### src/rtl/pf_pkg.sv
// Shared frame-path package.
// Holds the AXIS beat types used between the per-port filter buffers and the
// egress, the egress arbiter state encoding and the word emitted on abort.
//
// Handshake rule for every stream built on these types: a beat moves on a
// rising clk edge where tvalid and tready are both 1. A source holds tvalid,
// tdata and tlast steady until that edge. A sink may raise or drop tready in
// any cycle.
package pf_pkg;

    typedef struct packed {
        logic        tvalid;
        logic [15:0] tdata;
        logic        tlast;
    } axis_source_t;

    typedef struct packed {
        logic tready;
    } axis_sink_t;

    typedef enum logic [2:0] {
        ST_IDLE  = 3'd0,
        ST_GRANT = 3'd1,
        ST_XFER  = 3'd2,
        ST_ABORT = 3'd3,
        ST_DRAIN = 3'd4
    } arb_state_t;

    // Payload of the terminating beat sent when a granted source stalls out.
    localparam logic [15:0] ABORT_TDATA = 16'h0000;

endpackage

### src/rtl/rr_arbiter.sv
// Combinational round-robin pick.
// Searches the requests starting at the port after last_grant and wrapping,
// so the port served most recently has the lowest priority.
//
// Ports:
//   req        in   NUM_PORTS  request per port
//   last_grant in   ID_W       port granted most recently
//   any_req    out  1          at least one request is set
//   winner     out  ID_W       first requesting port after last_grant
//                              (equals last_grant when nothing requests)
module rr_arbiter #(
    parameter  int NUM_PORTS = 4,
    localparam int ID_W      = $clog2(NUM_PORTS)
) (
    input  logic [NUM_PORTS-1:0] req,
    input  logic [ID_W-1:0]      last_grant,
    output logic                 any_req,
    output logic [ID_W-1:0]      winner
);

    logic            found;
    logic [ID_W-1:0] pos;

    always_comb begin
        any_req = |req;
        winner  = last_grant;
        found   = 1'b0;
        pos     = '0;
        // Offsets 1..NUM_PORTS so that last_grant itself is tried last.
        for (int i = 1; i <= NUM_PORTS; i++) begin
            pos = ID_W'((int'(last_grant) + i) % NUM_PORTS);
            if (!found && req[pos]) begin
                winner = pos;
                found  = 1'b1;
            end
        end
    end

endmodule

### src/rtl/frame_egress_arbiter.sv
// Frame egress arbiter.
// Shares one egress AXIS stream between NUM_PORTS per-port frame buffers.
// A port is granted a whole frame, round-robin, and keeps the grant until its
// tlast beat is accepted. If the granted source goes STALL_TIMEOUT cycles
// without a handshake, the arbiter sends one terminating beat
// (tdata = ABORT_TDATA, tlast = 1) on egress. It then drains and discards the
// rest of that frame from the source.
//
// Ports:
//   clk            in   1                 clock
//   reset          in   1                 synchronous, active-high reset
//   src_in         in   NUM_PORTS beats   per-port buffer output
//   src_out        out  NUM_PORTS tready  per-port ready
//   frame_ready    in   NUM_PORTS         port holds at least one complete frame
//   enable         in   1                 permit new grants
//   egress_source  out  beat              shared egress stream
//   egress_sink    in   tready            egress ready
//   grant_valid    out  1                 a port owns egress
//   grant_id       out  ID_W              owning port
//   timeout_abort  out  1                 one-cycle pulse after an abort beat is accepted
//   frames_sent    out  CNT_W             frames completed normally (wraps)
//   frames_aborted out  CNT_W             frames aborted (wraps)
//   state          out  arb_state_t       current FSM state, for observation
module frame_egress_arbiter
    import pf_pkg::*;
#(
    parameter  int NUM_PORTS     = 4,
    parameter  int STALL_TIMEOUT = 256,
    parameter  int CNT_W         = 32,
    localparam int ID_W          = $clog2(NUM_PORTS)
) (
    input  logic                          clk,
    input  logic                          reset,
    input  axis_source_t [NUM_PORTS-1:0]  src_in,
    output axis_sink_t   [NUM_PORTS-1:0]  src_out,
    input  logic         [NUM_PORTS-1:0]  frame_ready,
    input  logic                          enable,
    output axis_source_t                  egress_source,
    input  axis_sink_t                    egress_sink,
    output logic                          grant_valid,
    output logic         [ID_W-1:0]       grant_id,
    output logic                          timeout_abort,
    output logic         [CNT_W-1:0]      frames_sent,
    output logic         [CNT_W-1:0]      frames_aborted,
    output arb_state_t                    state
);

    localparam int                 STALL_W    = $clog2(STALL_TIMEOUT + 1);
    localparam logic [STALL_W-1:0] STALL_LAST = STALL_W'(STALL_TIMEOUT - 1);

    arb_state_t         state_next;
    logic [ID_W-1:0]    last_grant;
    logic [ID_W-1:0]    winner;
    logic               any_req;
    logic [STALL_W-1:0] stall_cnt;
    axis_source_t       sel;
    logic               hs;
    logic               stall_hit;
    logic               frame_done;
    logic               abort_taken;
    logic               release_grant;

    rr_arbiter #(
        .NUM_PORTS (NUM_PORTS)
    ) u_rr (
        .req        (frame_ready),
        .last_grant (last_grant),
        .any_req    (any_req),
        .winner     (winner)
    );

    assign sel       = src_in[grant_id];
    assign stall_hit = (stall_cnt == STALL_LAST);

    // A source handshake means a beat left the granted buffer. In DRAIN the
    // arbiter is always ready, so tvalid alone completes it.
    always_comb begin
        hs = 1'b0;
        case (state)
            ST_XFER:  hs = sel.tvalid & egress_sink.tready;
            ST_DRAIN: hs = sel.tvalid;
            default:  hs = 1'b0;
        endcase
    end

    // Next state, egress mux and per-port ready.
    always_comb begin
        state_next    = state;
        egress_source = '0;
        src_out       = '0;
        case (state)
            ST_IDLE: begin
                if (enable && any_req) state_next = ST_GRANT;
            end
            ST_GRANT: begin
                state_next = ST_XFER;
            end
            ST_XFER: begin
                egress_source                = sel;
                src_out[grant_id].tready     = egress_sink.tready;
                if (hs && sel.tlast)         state_next = ST_IDLE;
                else if (!hs && stall_hit)   state_next = ST_ABORT;
            end
            ST_ABORT: begin
                egress_source.tvalid = 1'b1;
                egress_source.tdata  = ABORT_TDATA;
                egress_source.tlast  = 1'b1;
                if (egress_sink.tready) state_next = ST_DRAIN;
            end
            ST_DRAIN: begin
                src_out[grant_id].tready = 1'b1;
                // Either the frame end or a second stall releases the port;
                // the second stall is silent.
                if (hs && sel.tlast)       state_next = ST_IDLE;
                else if (!hs && stall_hit) state_next = ST_IDLE;
            end
            default: begin
                state_next = ST_IDLE;
            end
        endcase
    end

    assign frame_done    = (state == ST_XFER) && hs && sel.tlast;
    assign abort_taken   = (state == ST_ABORT) && egress_sink.tready;
    assign release_grant = ((state == ST_XFER) || (state == ST_DRAIN)) &&
                           (state_next == ST_IDLE);

    always_ff @(posedge clk) begin
        if (reset) state <= ST_IDLE;
        else       state <= state_next;
    end

    always_ff @(posedge clk) begin
        if (reset) begin
            grant_valid    <= 1'b0;
            grant_id       <= '0;
            last_grant     <= ID_W'(NUM_PORTS - 1);
            stall_cnt      <= '0;
            timeout_abort  <= 1'b0;
            frames_sent    <= '0;
            frames_aborted <= '0;
        end else begin
            timeout_abort <= abort_taken;

            if ((state == ST_IDLE) && (state_next == ST_GRANT)) begin
                grant_valid <= 1'b1;
                grant_id    <= winner;
            end
            if (release_grant) begin
                grant_valid <= 1'b0;
                last_grant  <= grant_id;
            end

            if (frame_done)  frames_sent    <= frames_sent + CNT_W'(1);
            if (abort_taken) frames_aborted <= frames_aborted + CNT_W'(1);

            // Counts consecutive cycles without a source handshake. It clears
            // on every state change, so each XFER/DRAIN visit starts at zero.
            if (state_next != state)
                stall_cnt <= '0;
            else if ((state == ST_XFER) || (state == ST_DRAIN))
                stall_cnt <= hs ? '0 : stall_cnt + STALL_W'(1);
            else
                stall_cnt <= '0;
        end
    end

endmodule

### config.mk
export PLATFORM = sky130hd
export DESIGN_NAME = frame_egress_arbiter
export DESIGN_NICKNAME = d
export VERILOG_FILES = /design/src/rtl/pf_pkg.sv /design/src/rtl/rr_arbiter.sv /design/src/rtl/frame_egress_arbiter.sv
export SDC_FILE = /design/constraint.sdc
export NUM_CORES = 1
export LEC_CHECK = 0
export ABC_CLOCK_PERIOD_IN_PS = 2470
export BUFFER_PORTS_ARGS = -buffer_cell sky130_fd_sc_hd__buf_4
export CORE_MARGIN = 1
export CORE_UTILIZATION = 45
export CTS_CLUSTER_SIZE = 8
export DETAILED_ROUTE_END_ITERATION = 8
export PLACE_DENSITY = 0.89
export SETUP_SLACK_MARGIN = 0.1
export SLEW_MARGIN = 10
export SYNTH_ARGS = -nofsm -noshare
export SYNTH_HDL_FRONTEND = slang
export SYNTH_SLANG_ARGS = --single-unit
### constraint.sdc
create_clock -name clk -period 2.47 [get_ports clk]
set_clock_uncertainty 0.15 [all_clocks]
set_input_delay 0.494 -clock clk [delete_from_list [all_inputs] [get_ports clk]]
set_output_delay 0.494 -clock clk [all_outputs]
set_load 0.02 [all_outputs]
* Word level (Yosys, flattened, before mapping)
Cells that the tools add are included.
** Word-level totals
- Register bits after elaboration :: 82
- Word-level logic and storage cells :: 82
- Bits of input ports :: 80
** Cells by class
- Eq/ne operators :: 7
- Bitwise logic cells :: 3
- Order comparisons :: 6
- Reduce and logical (&&, ||, !) cells :: 22
- $add $sub $neg :: 7
- Mux-type cells :: 29
** Operators by type and width (count)
- $add 32x1->32 const B :: 2
- $bmux 18 s2 :: 1
- $pmux 18 s2 :: 1
- $mux 18 :: 1
- $mux 3 :: 6
- $lt 2x3->1 const B :: 5
- $pmux 3 s5 :: 1
- $logic_and 1x1->1 :: 12
- $add 9x1->9 const B :: 1
- $eq 9x8->1 const B :: 1
- $bmux 1 s2 :: 4
- $mux 1 :: 8
- $mux 2 :: 4
- $pmux 4 s2 :: 1
- $reduce_or 4->1 :: 2
- $eq 3x1->1 const B :: 2
- $eq 3x2->1 const B :: 2
- $logic_not 3->1 :: 2
- $add 2x1->2 const B :: 2
- $add 2x2->2 const B :: 2
- $and 4x4->4 :: 1
- $logic_not 1->1 :: 4
- $eq 3x3->1 const B :: 1
- $ne 3x3->1 :: 1
- other kinds (7) :: 7

* Logic depth before layout (Yosys ltp)
Gate-level depths: netlist of the first run.
- Word-level depth :: 13
- Gate-level depth with buffers :: 9
- Mapped depth without buffers :: 9

* Hierarchy
From an unflattened synthesis of the first run, not the netlist that was laid out.
** Unflattened totals
- Cell total of the unflattened synthesis :: 511
- Area, all modules :: 4401.7 µm²
** Modules (own cells, without submodules)
- frame_egress_arbiter :: area an instance 4329.2 µm², instances 1, seq. area each 1641.6 µm², cells each 497
- rr_arbiter :: area an instance 72.6 µm², instances 1, seq. area each 0.0 µm², cells each 14

* Worst setup path before layout of the first run
No wires, ideal clock.
- Path kind :: flip-flop to output port
- Start :: reg grant_id[0]
- End :: out egress_source[10] (netlist bit)
- Arrival :: 1.920 ns
- Setup slack :: -0.094 ns
- Stages on the path, launching flop included :: 5
- Buffers on the path :: 2
- Path through :: dfxtp_1 -> buf_6 -> buf_1 -> mux4_2 -> and2_1
** RTL lines
- from (decl) :: line frame_egress_arbiter.sv:41 : output logic [ID_W-1:0] grant_id,
- from (signal assigned) :: line frame_egress_arbiter.sv:147 : grant_id <= winner;
- to (decl) :: line frame_egress_arbiter.sv:38 : output axis_source_t egress_source,

==> summary.md, run 1 <==
| Metric | Value |
|---|---|
| Status | finished, violations left |
| Failing checks | design-rule violations |
| Most frequent cell after synthesis | dfxtp_1 |
| Syn avg cell area | 8.54 sq um |
| Die height | 102 um |
| Synth Cell Area | 4480 sq um |
| Critical path cell sequence | buf_12 > mux4_2 > and2_4 > buf_6 |
| Clock slew at reported path FFs | 0.08 ns |
| First-pass DRT Iterations | 7 |
| Post-synth EDFFs | 0 |
| Initial Util | 46.1% |
| Fin Hold WS | 0.277 ns |
| Adder-Cell Fraction of Synth Area | 1.12% |
| Avg Vias per Cell | 5.68 |
| Warnings from Yosys | 0 |
| MaxCap Viol Count | 0 |
| CP peak stage delay | 0.55 ns |
| Rel. slew slack | 66.7% |
| Root Driver | clkbuf_8 |
| R2R depth | 6 |
| Netlist cell types | 53 |
| Period utilization | 99.2% |
| Slowest-stage cell, CP | mux4_2 |
| Tmin final | 2.45 ns |
| Synth async-reset ratio | 0% |
| I/O pin count | 173 |
| Post-Syn Instances | 525 |
| Flops & latches, synth | 82 |
| WL/cell | 17.1 um |
| Vias in the first global route | 4422 |
| Die Wd | 102 um |
| Family with the most delay on the worst path | multiplexers |
| Pwr dens | 481 nW/um^2 |
| R2r setup slk | 0.08 ns |
| Largest net degree at the start of global routing | 48 |
| Hold path startpoint | stall_cnt[0]$_SDFF_PP0_ |
| Worst reg2reg startpoint | grant_id[0]$_SDFFE_PP0P_ |
| Global-route wire length before repair | 20900 um |
| Gpl congestion | 0.926 |
| DRC violations left | 1 |
| Vias | 4849 |
| Clock Latency Late Sink | 0.35 ns |
| Unrepaired setup endpoints after global routing | yes |
| Post-synthesis net count | 609 |
| Worst setup EP type | output pin |
| # nets final | 800 |
| Setup CP Type | reg -> out |
| Area post-placement | 6020 sq um |
| Yosys top cell area share | 36.6% |
| Most instantiated cells after synthesis | 82 x dfxtp_1, 73 x nor2_1, 36 x xnor2_1, 26 x a21oi_1 |
| Main combinational cell family by area after synthesis | simple AND/OR/NAND/NOR gates |
| CTS tree | yes |
| Port Buffers | 172 |
| Post-Synth Simple-Gate Area | 29.0% |
| Leakage power | 2.60 nW |
| Max Root-Sink Buffers | 2 |
| Antenna violations before repair | 0 |
| Worst-path maximum fanout | 12 |
| Mux cell area share after synthesis | 11.0% |
| Diodes inserted | 0 |
| FP Rows | 36 |
| Area grow syn2layout | 46.5% |
| Synth Flop Type | dfxtp_1 |
| Setup Viol. Count Final | 0 |
| # hold bufs at CTS | 0 |
| Final setup TNS | 0 ns |
| CP Launch Point | grant_id[0]$_SDFFE_PP0P_ |
| Crit path buf inv count | 2 |
| XOR/XNOR Fraction of Synth Area | 8.59% |
| Final slew viol count | 0 |
| WL final | 14600 um |
| Pre-CTS WS | -0.0632 ns |
| Max VDD drop | 0.000362 V |
| Startpoint class of the critical path | flop |
| Post-route ant nets | 0 |
| Critical path data required time | 1.83 ns |
| Core ar. | 9730 sq um |
| CP arrival | 1.81 ns |
| Fillers | 765 |
| Drt initial violations | 222 |
| PnR worst setup slack | 0.0196 ns |
| Total CTS buffers | 9 |
| HP Class | reg -> reg |
| Least-Margin Pin Slew | 0.499 ns |
| Post-Layout Inst Area | 6570 sq um |
| Grt ovf | 0 |
| Die area | 10400 sq um |
| H-tree Lvls | 3 |
| Synth area leaders | dfxtp_1 37%, mux4_2 8.5%, xnor2_1 7.0% |
| Worst path depth | 4 |
| CTS sink count | 82 |
| Area leader, netlist | dfxtp_1 |
| Post-DP HPWL | 9790 um |
| Fmax | 408 MHz |
| Hold Vio Cnt, Final | 0 |
| Compound-Gate Fraction of Synth Area | 8.90% |
| GRT Total Usage | 25.6% |
| Post-synthesis sequential area ratio | 36.6% |
| Fraction of layout cells with a size suffix above 1 | 40.8% |
| Hold Crit Depth | 1 |
==> sequential cells by signal, summed over array words and instances (netlist names) <==
| signal | cells |
|---|---|
| timeout_abort | 1 |
| grant_id | 2 |
| stall_cnt | 9 |
| frames_aborted | 32 |
| frames_sent | 32 |
| grant_valid | 1 |
| state | 3 |
| last_grant | 2 |
==> cell usage in the layout, fill, tap and decap left out, types with 10 or more instances in the layout <==
master and count:
a21oi_1 23, or3_1 17, o21ai_0 22, xnor2_1 36, clkbuf_8 11, dfxtp_2 10, nand4_1 13, nor4_1 17
nand2_1 24, mux4_2 18, dfxtp_1 70, nand3_1 23, nor3_1 19, inv_1 23, and2_4 15, buf_4 189
buf_6 19, nor2_1 72
==> cells by family after synthesis <==
kind of cell / Yosys count
flip-flops: 82
adder cells (fa/ha/maj): 4
multiplexers: 26
XOR/XNOR: 44
AO/OA/AOI/OAI: 68
AND/OR/NAND/NOR: 247
buffers and inverters: 54
==> routing by layer <==
layer  routed length (um)  vias to the layer above  part of all wire, %  GRT usage, %
met5                    0                        -                    0             0
met4                  444                        0                  3.0          9.56
met3                 1110                       48                  7.6          6.84
met2                 7720                      219                   53          47.4
met1                 5280                     2328                   36          27.9
li1                     -                     2254                    -             -
==> where the power goes <==
part           internal [W]  total [W]  switching, W
Combinational      0.000429   0.000780      0.000351
Sequential          0.00134    0.00138     0.0000368
Clock              0.000517    0.00100      0.000484
==> through the flow <==
step,utilization (%),power (W),instances
final,67.5,0.00316,853
after global routing,67.5,0.00328,853
after CTS,64.8,0.00304,845
after detailed placement,61.9,0.00202,824
after global placement,61.9,0.00199,824
after floorplan,-,0.00176,525
==> layout make-up <==
class,count,area (sq um),share of cell area [%]
clock buffers,11,151,2.30
clock inverters,4,51.3,0.781
inverters,23,86.3,1.31
multi-input cells,389,2750,41.9
flip-flops and latches,82,1660,25.3
well taps,133,166,2.53
repair buffers,211,1700,25.9
==> path summary, 6_finish.rpt <==
check,end
worst max-delay path,egress_source[9]
worst min-delay path,stall_cnt[0]$_SDFF_PP0_
worst max register to register,frames_sent[30]$_SDFFE_PP0P_
worst min register to register,stall_cnt[0]$_SDFF_PP0_
==> repair_timing <==
item	CTS	global route
endpoints found under the setup margin	24	55
pin swaps	1	6
resized for setup	8	58
cloned	1	0
buffers inserted	5	8
Note: power is estimated with default switching activity, not from simulation.
==> run 2: changes to the inputs <==
--- a/config.mk
+++ b/config.mk
@@ -12,6 +12,7 @@
 export CTS_CLUSTER_SIZE = 8
 export DETAILED_ROUTE_END_ITERATION = 8
 export PLACE_DENSITY = 0.89
+export RECOVER_POWER = 50
 export SETUP_SLACK_MARGIN = 0.1
 export SLEW_MARGIN = 10
 export SYNTH_ARGS = -nofsm -noshare
==> summary.md, run 2 (synthesis gave the netlist of run 1 again) <==
| Metric | Value |
|---|---|
| Area grow syn2layout | 41.1% |
| I/O pin count | 173 (unchanged) |
| Port Buffers | 172 (unchanged) |
| Diodes inserted | 0 (unchanged) |
| Slowest-stage cell, CP | mux4_2 |
| Global-route wire length before repair | 20900 um (unchanged) |
| PnR worst setup slack | 0.0204 ns (+0.000873 ns) |
| H-tree Lvls | 3 (unchanged) |
| Unrepaired setup endpoints after global routing | yes |
| CP arrival | 1.81 ns (about the same) |
| Least-Margin Pin Slew | 0.501 ns (+0.00232 ns) |
| Clock network fraction of design power | 31.7% (about the same) |
| Tmin final | 2.45 ns (-0.000873 ns) |
| Period utilization | 99.2% (about the same) |
| Initial Util | 46.1% (unchanged) |
| Commonest non-fill, non-tap cell in the layout | buf_4 |
| Largest net degree at the start of global routing | 48 (unchanged) |
| Die height | 102 um (unchanged) |
| FP Rows | 36 (unchanged) |
| Vias | 4848 (-0.021%) |
| Total CTS buffers | 9 (unchanged) |
| R2r setup slk | 0.08 ns (about the same) |
| Worst setup EP type | output pin |
| Clock slew at reported path FFs | 0.08 ns (about the same) |
| Sw Pwr | 0.000873 W (+0.16%) |
| Worst-path maximum fanout | 12 (unchanged) |
| DRC violations left | 0 (-1) |
| P_int | 0.00229 W (-0.18%) |
| # nets final | 800 (unchanged) |
| Hold Vio Cnt, Final | 0 (unchanged) |
| Seq pwr share | 43.7% (about the same) |
| Setup CP Type | reg -> out |
| Status | complete, no violations |
| WL final | 14600 um (about the same) |
| WL/cell | 17.1 um (about the same) |
| Fmax | 408 MHz (about the same) |
| Avg Vias per Cell | 5.68 (about the same) |
| Vias in the first global route | 4422 (unchanged) |
| Antenna violations before repair | 0 (unchanged) |
| Setup Viol. Count Final | 0 (unchanged) |
| Drt initial violations | 231 (+4.1%) |
| Pre-CTS WS | -0.0632 ns (unchanged) |
| Post-DP HPWL | 9790 um (unchanged) |
| Die area | 10400 sq um (unchanged) |
| Pwr dens | 499 nW/um^2 (+3.7%) |
| HP Class | reg -> reg |
| Final slew viol count | 0 (unchanged) |
| Most frequent cells in the layout | 125 x buf_4, 74 x dfxtp_1, 72 x nor2_1 |
| CTS tree | yes |
| Leakage power | 2.33 nW (-10%) |
| Net Sw Frac | 27.6% (+0.067 points) |
| Gpl congestion | 0.926 (unchanged) |
| First-pass DRT Iterations | 5 (-2) |
| Fraction of layout cells with a size suffix above 1 | 31.5% (-9.3 points) |
| Max Root-Sink Buffers | 2 (unchanged) |
| Critical path cell sequence | buf_12 > mux4_2 > and2_4 > buf_6 |
| Grt ovf | 0 (unchanged) |
| Startpoint class of the critical path | flop |
| GRT Total Usage | 25.6% (unchanged) |
| Final setup TNS | 0 ns (unchanged) |
| # hold bufs at CTS | 0 (unchanged) |
| Max VDD drop | 0.000358 V (-1.0%) |
| Rel. slew slack | 66.6% (-0.15 points) |
| Die Wd | 102 um (unchanged) |
| Clock Latency Late Sink | 0.35 ns (about the same) |
| Post-route ant nets | 0 (unchanged) |
| Fin Hold WS | 0.277 ns (+0.000105 ns) |
| CTS sink count | 82 (unchanged) |
| Critical path data required time | 1.83 ns (about the same) |
| Combinational power share | 24.6% (about the same) |
| Core ar. | 9730 sq um (unchanged) |
| MaxCap Viol Count | 0 (unchanged) |
| CP peak stage delay | 0.55 ns (about the same) |
| Top flop regs | frames_aborted x32, frames_sent x32, stall_cnt x9 |
| Root Driver | clkbuf_8 |
## run 2: cell count changes in the layout (fill, tap and decap cells not counted)
cell / delta
dfxtp_1: +4
clkbuf_1: +63
dfxtp_2: -4
clkbuf_4: +1
buf_4: -64
## run 2: cell type report
class | count | area, sq um
inverters | 23 | 86.3
multi-input cells | 389 | 2750
clock buffers | 11 | 151
clock inverters | 4 | 51.3
well taps | 133 | 166
repair buffers | 211 | 1460
flip-flops and latches | 82 | 1660
fillers | 834 | 3400
## run 2: layer usage
| layer | GRT usage (%) | wire, um | up-vias |
|---|---|---|---|
| met5 | 0 | 0 | - |
| met4 | 9.56 | 465 | 0 |
| met3 | 6.84 | 1120 | 54 |
| met2 | 47.4 | 7620 | 243 |
| met1 | 27.9 | 5370 | 2300 |
| li1 | - | - | 2251 |
## run 2: worst max-delay path, delay by kind of cell, from the launching register on
kind                   cells  cell delay, ns
buffers and inverters      2            0.29
muxes                      1            0.55
DFF                        1            0.42
and+or+nand+nor            1            0.18
## run 2: power groups by stage
stage | Clock (W) | Combinational [W] | Sequential [W]
2_1_floorplan | 0 | 0.000353 | 0.00140
3_3_place_gp | 0 | 0.000590 | 0.00140
3_5_place_dp | 0 | 0.000611 | 0.00141
4_1_cts | 0.00101 | 0.000651 | 0.00138
5_1_grt | 0.00108 | 0.000822 | 0.00138
6_report | 0.00100 | 0.000777 | 0.00138
## run 2: path summary, 6_finish.rpt
kind / to / cells after the start / startpoint
max: egress_source[9] / 4 / grant_id[0]$_SDFFE_PP0P_
min: stall_cnt[0]$_SDFF_PP0_ / 1 / stall_cnt[0]$_SDFF_PP0_
max reg2reg: frames_sent[30]$_SDFFE_PP0P_ / 6 / grant_id[0]$_SDFFE_PP0P_
min reg2reg: stall_cnt[0]$_SDFF_PP0_ / 1 / stall_cnt[0]$_SDFF_PP0_
## run 2: timing repair
item | 4_1_cts | 5_1_grt
gates cloned | 1 | 0
pin swaps | 1 | 6
setup buffers | 5 | 8
endpoints found under the setup margin | 24 | 55
resized for setup | 8 | 58
## run 2: stage by stage
stage                     cell area [sq um]  total power (W)  utilization (%)  cells
after floorplan                        4490          0.00176                -    525
after global placement                 6020          0.00199             61.9    824
after detailed placement               6020          0.00202             61.9    824
after CTS                              6300          0.00304             64.8    845
after global routing                   6330          0.00328             65.0    853
final                                  6330          0.00316             65.0    853
==> run 3: changes to the inputs <==
--- a/config.mk
+++ b/config.mk
@@ -7,6 +7,7 @@
 export LEC_CHECK = 0
 export ABC_CLOCK_PERIOD_IN_PS = 2470
 export BUFFER_PORTS_ARGS = -buffer_cell sky130_fd_sc_hd__buf_4
+export CORE_ASPECT_RATIO = 2
 export CORE_MARGIN = 1
 export CORE_UTILIZATION = 45
 export CTS_CLUSTER_SIZE = 8
@@ -14,7 +15,7 @@
 export PLACE_DENSITY = 0.89
 export RECOVER_POWER = 50
 export SETUP_SLACK_MARGIN = 0.1
-export SLEW_MARGIN = 10
+export SLEW_MARGIN = 40
 export SYNTH_ARGS = -nofsm -noshare
 export SYNTH_HDL_FRONTEND = slang
 export SYNTH_SLANG_ARGS = --single-unit
==> summary.md, run 3 (synthesis gave the netlist of run 1 again) <==
| Metric | Value |
|---|---|
| Status | complete, no violations |
| CP arrival | 1.80 ns (about the same) |
| PnR worst setup slack | 0.0292 ns (+0.00880 ns) |
| Met2 global-route usage | 50.7% (+3.3 points) |
| Die height | 143 um (+41%) |
| WL/cell | 16.3 um (-4.6%) |
| M3 GR Usage | 5.58% (-1.3 points) |
| Hold Crit Depth | 1 (unchanged) |
| Max Root-Sink Buffers | 2 (unchanged) |
| Fin Hold WS | 0.311 ns (+0.0335 ns) |
| Worst reg2reg startpoint | grant_id[0]$_SDFFE_PP0P_ |
| Total CTS buffers | 9 (unchanged) |
| Largest net degree at the start of global routing | 46 (-4.2%) |
| Pre-CTS WS | -0.0324 ns (+0.0307 ns) |
| Fmax | 410 MHz (+0.36%) |
| CTS tree | yes |
| Avg Vias per Cell | 5.55 (-2.3%) |
| FP Rows | 51 (+42%) |
| Drt initial violations | 221 (-4.3%) |
| Hold path startpoint | stall_cnt[0]$_SDFF_PP0_ |
| FF-to-FF End | frames_sent[18]$_SDFFE_PP0P_ |
| Post-route ant nets | 0 (unchanged) |
| Setup Viol. Count Final | 0 (unchanged) |
| Grt ovf | 0 (unchanged) |
| Max VDD drop | 0.000462 V (+29%) |
| MaxCap Viol Count | 0 (unchanged) |
| Top flop regs | frames_aborted x32, frames_sent x32, stall_cnt x9 |
| Period utilization | 98.8% (-0.36 points) |
| Final slew viol count | 0 (unchanged) |
| Leakage power | 2.32 nW (-0.52%) |
| Vias in the first global route | 4740 (+7.2%) |
| Hold-critical path endpoint | stall_cnt[0]$_SDFF_PP0_ |
| Root Driver | clkbuf_16 |
| Diodes inserted | 0 (unchanged) |
| Vias | 4718 (-2.7%) |
| Critical path data required time | 1.83 ns (about the same) |
| Die area | 10400 sq um (+0.23%) |
| Post-route total power | 0.00342 W (+8.2%) |
| Tmin final | 2.44 ns (-0.00880 ns) |
| # hold bufs at CTS | 0 (unchanged) |
| Startpoint class of the critical path | flop |
| Port Buffers | 172 (unchanged) |
| Worst setup EP type | output pin |
| Hold Vio Cnt, Final | 0 (unchanged) |
| Least-Margin Pin Slew | 0.489 ns (-0.0123 ns) |
| Initial Util | 46.2% (+0.14 points) |
| Critical path cell sequence | buf_6 > mux4_2 > nor2_1 > nor2_1 > buf_4 |
| CTS sink count | 82 (unchanged) |
| Rel. slew slack | 67.1% (+0.55 points) |
| GRT Total Usage | 27.2% (+1.6 points) |
| DRC violations left | 0 (unchanged) |
| Final setup TNS | 0 ns (unchanged) |
| WL final | 13900 um (-5.0%) |
| HP Class | reg -> reg |
| Clock slew at reported path FFs | 0.06 ns (-0.02 ns) |
| CP most frequent cell | nor2_1 |
| Pwr dens | 537 nW/um^2 (+7.6%) |
| Commonest non-fill, non-tap cell in the layout | buf_4 |
| Global-route wire length before repair | 22000 um (+5.0%) |
| CP peak stage delay | 0.58 ns (+0.03 ns) |
| Core ar. | 9700 sq um (-0.31%) |
| Die Wd | 72.6 um (-29%) |
| GRT Max-Usage Layer | met2 |
| Worst-path maximum fanout | 5 (-7) |
| Slowest-stage cell, CP | mux4_2 |
| H-tree Lvls | 3 (unchanged) |
| First-pass DRT Iterations | 4 (-1) |
| Most frequent cells in the layout | 121 x buf_4, 75 x dfxtp_1, 71 x nor2_1 |
| Gpl congestion | 0.934 (+0.91%) |
| Unrepaired setup endpoints after global routing | yes |
| Post-DP HPWL | 10600 um (+8.4%) |
| R2r setup slk | 0.10 ns (+0.02 ns) |
| Area grow syn2layout | 41.8% |
| Fraction of layout cells with a size suffix above 1 | 30.6% (-0.89 points) |
| Fillers | 855 (+2.5%) |
| Antenna violations before repair | 0 (unchanged) |
| # nets final | 798 (-0.25%) |
| Clock Latency Late Sink | 0.34 ns (about the same) |
| I/O pin count | 173 (unchanged) |
| Family with the most delay on the worst path | multiplexers |
| Crit path buf inv count | 2 (unchanged) |
| GRT met1 Usage | 27.3% (-0.58 points) |
| Setup CP Type | reg -> out |
| R2R depth | 7 (+1) |
[run 3: cell count changes in the layout (fill, tap and decap cells not counted), sizes merged]
cell / before / now
buf: 147 / 142
clkbuf: 75 / 77
clkinvlp: 1 / 2
[run 3: power breakdown]
part           switching (W)  internal, W  total, W  leakage (nW)
registers          0.0000383      0.00135   0.00138         0.665
clock network       0.000521     0.000800   0.00132         0.140
logic               0.000323     0.000388  0.000711          1.51
total               0.000882      0.00253   0.00342          2.32
[run 3: area by class of cell]
cell class | instances | area (sq um) | share of cell area (%)
clock inverter | 5 | 55.1 | 0.866
inverter | 23 | 86.3 | 1.36
clock buffer | 10 | 239 | 3.76
tap | 132 | 165 | 2.60
timing repair buffer | 209 | 1400 | 22.0
multi-input combinational | 389 | 2760 | 43.4
sequential | 82 | 1650 | 26.0
[run 3: worst max-delay path by stage]
stage | startpoint | cells past startpoint | end | slack, ns
final | grant_id[0]$_SDFFE_PP0P_ | 5 | egress_source[0] | 0.03
after global routing | grant_id[0]$_SDFFE_PP0P_ | 5 | egress_source[0] | -0.01
after CTS | grant_id[0]$_SDFFE_PP0P_ | 7 | frames_sent[22]$_SDFFE_PP0P_ | 0.05
after detailed placement | egress_sink | 6 | frames_sent[28]$_SDFFE_PP0P_ | -0.03
after global placement | src_in[71] | 7 | last_grant[0]$_SDFFE_PP1P_ | 0.10
after floorplan | frames_sent[5]$_SDFFE_PP0P_ | 6 | frames_sent[30]$_SDFFE_PP0P_ | 0.11
[run 3: what timing repair did]
action                     in CTS  in global routing
resized for setup              13                 54
pin swaps                       2                 16
buffers inserted                6                  1
setup endpoints to repair      32                 52
gates cloned                    0                  2
[run 3: routing by layer]
metal | part of all wire (%) | up-vias | wire (um)
li1 | - | 2242 | -
met1 | 35 | 2260 | 4900
met2 | 55 | 175 | 7680
met3 | 5.1 | 41 | 702
met4 | 4.2 | 0 | 575
met5 | 0 | - | 0
[run 3: per-stage QoR]
step	area [sq um]	cells	utilization (%)
after global routing	6360	850	65.5
final	6360	850	65.5
after floorplan	4490	525	-
after detailed placement	6030	826	62.1
after CTS	6400	847	66.0
after global placement	6030	826	62.1
